**src/rtl/cpu_defs.sv**
```systemverilog
// Shared widths and register-name constants for the MIPS datapath.
package cpu_defs;

    localparam int DATA_W   = 32;
    localparam int ADDR_W   = 5;
    localparam int NUM_REGS = 32;

    localparam logic [ADDR_W-1:0] REG_ZERO = 5'd0;
    localparam logic [ADDR_W-1:0] REG_SP   = 5'd29;
    localparam logic [ADDR_W-1:0] REG_RA   = 5'd31;

endpackage

```
**src/rtl/reg_scoreboard.sv**
```systemverilog
// Per-register pending bits for in-flight long-latency ops and RAW stall generation.
module reg_scoreboard
    import cpu_defs::*;
#(
    parameter int SB_ADDR_W   = cpu_defs::ADDR_W,
    parameter int SB_NUM_REGS = cpu_defs::NUM_REGS
) (
    input  logic                   clk,
    input  logic                   reset,
    input  logic [SB_ADDR_W-1:0]   rs_addr,
    input  logic [SB_ADDR_W-1:0]   rt_addr,
    input  logic                   rs_use,
    input  logic                   rt_use,
    input  logic                   wr_en,
    input  logic [SB_ADDR_W-1:0]   wr_addr,
    input  logic                   issue_en,
    input  logic [SB_ADDR_W-1:0]   issue_addr,
    output logic                   stall,
    output logic [SB_NUM_REGS-1:0] pending
);

    logic haz_a;
    logic haz_b;
    logic issue_ok;
    logic clear_ok;

    // A write-back landing this cycle is bypassed to decode, so it resolves the hazard.
    assign haz_a    = rs_use && pending[rs_addr] && !(wr_en && (wr_addr == rs_addr));
    assign haz_b    = rt_use && pending[rt_addr] && !(wr_en && (wr_addr == rt_addr));
    assign stall    = haz_a | haz_b;
    assign issue_ok = issue_en && !stall && (issue_addr != REG_ZERO);
    assign clear_ok = wr_en && (wr_addr != REG_ZERO);

    // The set follows the clear so a same-index collision leaves the new producer outstanding.
    always_ff @(posedge clk) begin
        if (reset) begin
            pending <= '0;
        end else begin
            if (clear_ok) begin
                pending[wr_addr] <= 1'b0;
            end
            if (issue_ok) begin
                pending[issue_addr] <= 1'b1;
            end
        end
    end

endmodule

```
**src/rtl/reg_file_scoreboard.sv**
```systemverilog
// MIPS architectural register file: two bypassed combinational read ports,
// one write-back port, and a pending scoreboard that stalls decode on RAW hazards.
module reg_file_scoreboard
    import cpu_defs::*;
#(
    parameter int DATA_W   = cpu_defs::DATA_W,
    parameter int ADDR_W   = cpu_defs::ADDR_W,
    parameter int NUM_REGS = cpu_defs::NUM_REGS
) (
    input  logic                clk,
    input  logic                reset,
    input  logic [ADDR_W-1:0]   rs_addr,
    input  logic [ADDR_W-1:0]   rt_addr,
    input  logic                rs_use,
    input  logic                rt_use,
    output logic [DATA_W-1:0]   rs_data,
    output logic [DATA_W-1:0]   rt_data,
    input  logic                wr_en,
    input  logic [ADDR_W-1:0]   wr_addr,
    input  logic [DATA_W-1:0]   wr_data,
    input  logic                issue_en,
    input  logic [ADDR_W-1:0]   issue_addr,
    output logic                stall,
    output logic [NUM_REGS-1:0] pending
);

    logic [DATA_W-1:0] regs [NUM_REGS];

    always_ff @(posedge clk) begin
        if (reset) begin
            for (int i = 0; i < NUM_REGS; i++) begin
                regs[i] <= '0;
            end
        end else if (wr_en && (wr_addr != REG_ZERO)) begin
            regs[wr_addr] <= wr_data;
        end
    end

    always_comb begin
        rs_data = regs[rs_addr];
        if (rs_addr == REG_ZERO) begin
            rs_data = '0;
        end else if (wr_en && (wr_addr == rs_addr)) begin
            rs_data = wr_data;
        end
    end

    always_comb begin
        rt_data = regs[rt_addr];
        if (rt_addr == REG_ZERO) begin
            rt_data = '0;
        end else if (wr_en && (wr_addr == rt_addr)) begin
            rt_data = wr_data;
        end
    end

    reg_scoreboard #(
        .SB_ADDR_W   (ADDR_W),
        .SB_NUM_REGS (NUM_REGS)
    ) u_scoreboard (
        .clk        (clk),
        .reset      (reset),
        .rs_addr    (rs_addr),
        .rt_addr    (rt_addr),
        .rs_use     (rs_use),
        .rt_use     (rt_use),
        .wr_en      (wr_en),
        .wr_addr    (wr_addr),
        .issue_en   (issue_en),
        .issue_addr (issue_addr),
        .stall      (stall),
        .pending    (pending)
    );

endmodule

```
**config.mk**
```make
export PLATFORM = sky130hd
export DESIGN_NAME = reg_file_scoreboard
export DESIGN_NICKNAME = d
export VERILOG_FILES = /design/src/rtl/cpu_defs.sv /design/src/rtl/reg_scoreboard.sv /design/src/rtl/reg_file_scoreboard.sv
export SDC_FILE = /design/constraint.sdc
export NUM_CORES = 2
export LEC_CHECK = 0
export BUFFER_PORTS_ARGS = -buffer_cell sky130_fd_sc_hd__buf_4
export CORE_MARGIN = 2
export CORE_UTILIZATION = 30
export DETAILED_ROUTE_END_ITERATION = 12
export SLEW_MARGIN = 0
export SYNTH_ARGS = -nofsm -noshare
export SYNTH_HDL_FRONTEND = slang
export SYNTH_SLANG_ARGS = --single-unit
```
**constraint.sdc**
```tcl
create_clock -name clk -period 4.46 [get_ports clk]
set_input_delay 0.892 -clock clk [delete_from_list [all_inputs] [get_ports clk]]
set_output_delay 0.892 -clock clk [all_outputs]
set_load 0.03 [all_outputs]
```
* After elaboration in Yosys (flattened, before gate mapping)
Memories as Yosys holds them, arrays and structs flattened. Cells that the tools add are included.
Cells by class: $add $sub $neg 0, multipliers 0, divide/modulo/power cells 0, $lt $le $gt $ge 6, eq/ne operators 2, shift operators 0, mux-type cells 23, bitwise gates (word level) 4, reduce and logical (&&, ||, !) cells 19
Operators with widths (number):
- $mux W32 | 8
- $and A32 B32 Y32 | 1
- $not A32 Y32 | 1
- $or A32 B32 Y32 | 1
- $reduce_or A32 Y1 | 1
- $lt A5 B6 Y1 const B | 4
- $logic_and A1 B1 Y1 | 11
- $bmux W1 S5 | 2
- $demux W1 S5 | 2
- $eq A5 B5 Y1 | 2
- $ge A5 B1 Y1 const B | 2
- $logic_not A5 Y1 | 2
- $mux W1 | 10
- $reduce_bool A5 Y1 | 2
- $mux W5 | 1
- $logic_not A1 Y1 | 3
- $or A1 B1 Y1 | 1
Storage, ports and cells: register bits 32, latch bits 0, memory bits (writable) 1024, ROM bits 0, output and inout port bits 97, memories kept 1
Memories:
- regs | depth 32, width 32, read ports 2, clocked after memory_dff 0, wr ports 32, line reg_file_scoreboard.sv:27 | logic [DATA_W-1:0] regs [NUM_REGS];

* Logic depth before layout (Yosys ltp)
word-level depth 10, gate-level depth with buffers 11, mapped depth without buffers 7

* Hierarchy
Synthesis repeated with hierarchy kept, for this count alone.
Second synthesis, totals: cells, all modules 4014, area, all modules 57296.2 um^2
Modules (own cells, without submodules):
- reg_file_scoreboard | times used 1, cells an instance 3740, area an instance 54722.5 um^2, sequential area each 30749.5 um^2
- reg_scoreboard | times used 1, cells an instance 274, area an instance 2573.7 um^2, sequential area each 640.6 um^2

* Least setup slack after synthesis
Ideal clock, no wire load.
path kind input port to output port, start point input port rt_addr[0], end point output port rt_data[12], arrival time 3019 ps, setup slack 549 ps, stages 10, buffers on the path 5, cells stage by stage buf_6 -> buf_6 -> buf_6 -> buf_6 -> buf_4 -> mux4_2 -> mux2i_1 -> a211oi_1 -> a211oi_1 -> nor3_1
Between the ends: cells in the longest elaborated chain, start to end 4
RTL lines:
- start, declared | line reg_file_scoreboard.sv:13 | input logic [ADDR_W-1:0] rt_addr,
- parallel branches: the longest is 3 deep, another holds $mem_v2 Z32 W32
- $mux W32 * | line reg_file_scoreboard.sv:50 | if (rt_addr == REG_ZERO) begin
- end, declared | line reg_file_scoreboard.sv:17 | output logic [DATA_W-1:0] rt_data,
Mark *: on every way between the ends.

* Worst setup path in the final report
start point input port rs_addr[1], end point output port rs_data[19]
Between the ends: cells in the longest elaborated chain, start to end 4
RTL lines:
- start, declared | line reg_file_scoreboard.sv:12 | input logic [ADDR_W-1:0] rs_addr,
- parallel branches: the longest is 3 deep, another holds $mem_v2 Z32 W32
- $mux W32 * | line reg_file_scoreboard.sv:41 | if (rs_addr == REG_ZERO) begin
- end, declared | line reg_file_scoreboard.sv:16 | output logic [DATA_W-1:0] rs_data,
Marks and branches as above.

==> impl_results.md <==
* Die X at between 400 and 500 um
* Maximum vdd drop at between 0.0003 and 0.0004 V
* Clock group share of total power at 38.3%
* Syn Std Cell Area at ~57000 um^2
* Maximum buffer depth of the clock tree at 3
* Post-Route WL at 214 mm
* Number of buffers created by CTS at 112
* Post-layout minimum cycle time at 4370 ps
* Startpoint class of the critical path: primary input
* Switching portion of total power at between 20% and 30%
* Post-synth EDFFs at 1024
* Fill cells at 17800
* Worst slew margin at 15.8%
* Fin. max-slew vios at 0
* Outcome: finished clean
* # clock sinks at roughly 1100
* Worst path bufs/invs at 6
* Largest cells by area after synthesis: edfxtp_1 54%, mux4_2 25%, and2_1 11%, clkbuf_1 1.9%, dfxtp_1 1.1%
* Placement-stage cell area at 62800 um^2
* I/O pin count at 155
* Total power at 24.8 mW
* Sequential fraction of the synthesis area at a little over half
* Critical path's slowest cell: nor3_2
* Most frequent CP cell: buf_4
* Peak Freq at around 230 MHz
* Gate Count Post-Synth at 3677
* Vias in the first global route at between 30000 and 40000
* All-Layer GR Usage at 21.7%
* Top_reg_cell synth: edfxtp_1
* First-pass iteration count of the detailed router at 5
* Hold WC Path Type: in -> reg
* RSZ-0062 raised after global routing: no
* Total grt overflow at 0
* # Post-CTS Setup Buffers at 0
* Leakage at 22.6 nW
* CTS Root Cell: clkbuf_16
* Worst Setup End Kind: output pin
* Ys Warns at 0
* Post-synth top cells: 1024 x edfxtp_1, 1002 x and2_1, 625 x mux4_2
* CTS Hold Bufs at 0
* Met1 global-route usage at 29.8%
* Initial antenna violation count at 35
* Pint at 18.3 mW
* Latest clock arrival within the worst-skew pair at 720 ps
* Async SR Flop Fraction at 0%
* Switching pwr at 6.50 mW
* Hpwl dp at 124 mm
* Initial Util at ~30%
* Synth cell types at 54
* Detail Route Antenna Nets at 0
* Critical path class: in -> out
* Placement Rows at 160
* Crit path largest cell delay at ~550 ps
* Nets at 3856
* Die Height at around 440 um
* Area grow syn2layout at 16.4%
* Core Area at 190000 um^2
* Final setup viols at 0
* Placer Congestion at 0.826
* Sequential share of power at 47.2%
* Vias at 37100
* Gate power share at 14.5%
* Via-to-Cell Ratio at 5.78
* Port Buffers at 154
* Clock-pin slew on the worst setup and hold paths at ~70 ps
* Drt initial violations at around 6100
* Per-cell routed wire length at 33.3 um
* Yosys top cell by area: edfxtp_1
* Pin count of the biggest net entering global routing at 64
* FF+latch count, synth at around 1100
* CTS tree: done
* Met2 Use GR at 33.2%
* Post-synth top area share at a little over half
* Crit path DAT at 3480 ps
* WP data required at 3570 ps
* Max-Cap Viols at 0
* Syn Area/Cell at roughly 16 um^2
* Hold_ws at 501 ps
* Cell family with most CP delay: buffers and inverters
* Clk_skew at 8.11 ps
* # DRC at 0
* Die area at 194000 um^2
* Finished Core Util at 35.1%
* First-pass GRT wire length at 294 mm
* Share of cells above drive strength 1 at about a third
* H-Tree Depth at 3
* Final Hold Fails at 0
* Pwr per Cell Area at about 370 nW/um^2
* Count leader, synth: edfxtp_1
* Tcrit/Tclk final at 98.0%
* Cells along the critical path: buf_8 > xor2_1 > nor4_1 > buf_4 > and3_1 > buf_12 > buf_12 > a211oi_1 > nor3_2 > buf_4 > buf_4
* Worst-margin pin slew at between 1000 and 1500 ps
* Grt met3 use at 6.05%
* Worst-path maximum fanout at 30
* Post-route cell area at around 67000 um^2
* Gr busiest metal: met2
* Final setup TNS at 0 ps
timing repair:
item,4_1_cts,5_1_grt
endpoints found under the hold margin,0,0
resized for setup,2,2
setup endpoints to repair,2,4
registers in the layout (all words and copies together), names as in the netlist:
name                  count
regs                   1024
u_scoreboard.pending     32
cell families (layout without fill, tap and decap cells):
logic type	after synthesis	count (layout)	synth area share (%)
and+or+nand+nor	1270	1270	13.1
buffers and inverters	435	620	3.37
other	1	43	0.00656
DFF	1056	1056	54.9
AOI/OAI and AO/OA	205	205	2.41
muxes	700	700	26.0
xor gates and xnor gates	10	10	0.153
per-stage QoR:
step / setup slack, ps / std cells
after CTS: 40.4 / 6404
after global routing: 19.4 / 6410
after floorplan: 549 / 3708
after detailed placement: -159 / 6195
final: 87.4 / 6415
after global placement: -248 / 6195
routing by layer:
layer	part of all wire, %	up-vias
met5	0.031	-
met1	38	19600
met4	3.4	8
met2	46	2740
li1	-	14400
met3	13	401
placed cells by master (no fill, tap or decap), types with 27 or more instances in the layout:
master,instances
a211oi_1,50
a21o_2,27
and2_1,1002
buf_12,88
buf_4,282
clkbuf_16,112
clkinv_2,29
conb_1,32
dfxtp_1,32
edfxtp_1,1024
inv_1,30
mux2i_1,59
mux4_2,625
nand2_1,85
nor2_1,64
nor2_4,31
o21ai_0,29
area by class of cell:
| cell class | instances | area [um^2] | share of cell area, % |
|---|---|---|---|
| sequential | 1056 | 31400 | 47.2 |
| multi-input combinational | 2217 | 24300 | 36.5 |
| timing repair buffer | 375 | 3950 | 5.93 |
| tap | 2511 | 3140 | 4.72 |
| clock buffer | 135 | 2890 | 4.34 |
| clock inverter | 74 | 736 | 1.11 |
| inverter | 36 | 138 | 0.207 |
| antenna | 11 | 27.5 | 0.0414 |
power groups by stage:
stage          Sequential, mW  Combinational [mW]  Clock, mW
6_report                 11.7                3.61       9.49
5_1_grt                  11.8                3.72       9.89
4_1_cts                  11.7                3.58       9.54
3_5_place_dp             11.9                3.56          0
3_3_place_gp             11.9                3.56          0
2_1_floorplan            11.8                2.16          0
final timing paths:
kind                            startpoint                  endpoint  slack (ps)  depth (start not counted)
setup / recovery                rs_addr[1]               rs_data[19]          90                         11
setup reg to reg  u_scoreboard.pending[15]  u_scoreboard.pending[17]        2040                          8
hold / removal               issue_addr[3]  u_scoreboard.pending[19]         500                          2
hold reg to reg    u_scoreboard.pending[0]   u_scoreboard.pending[0]         510                          1
Note: power is estimated with default switching activity, not from simulation.
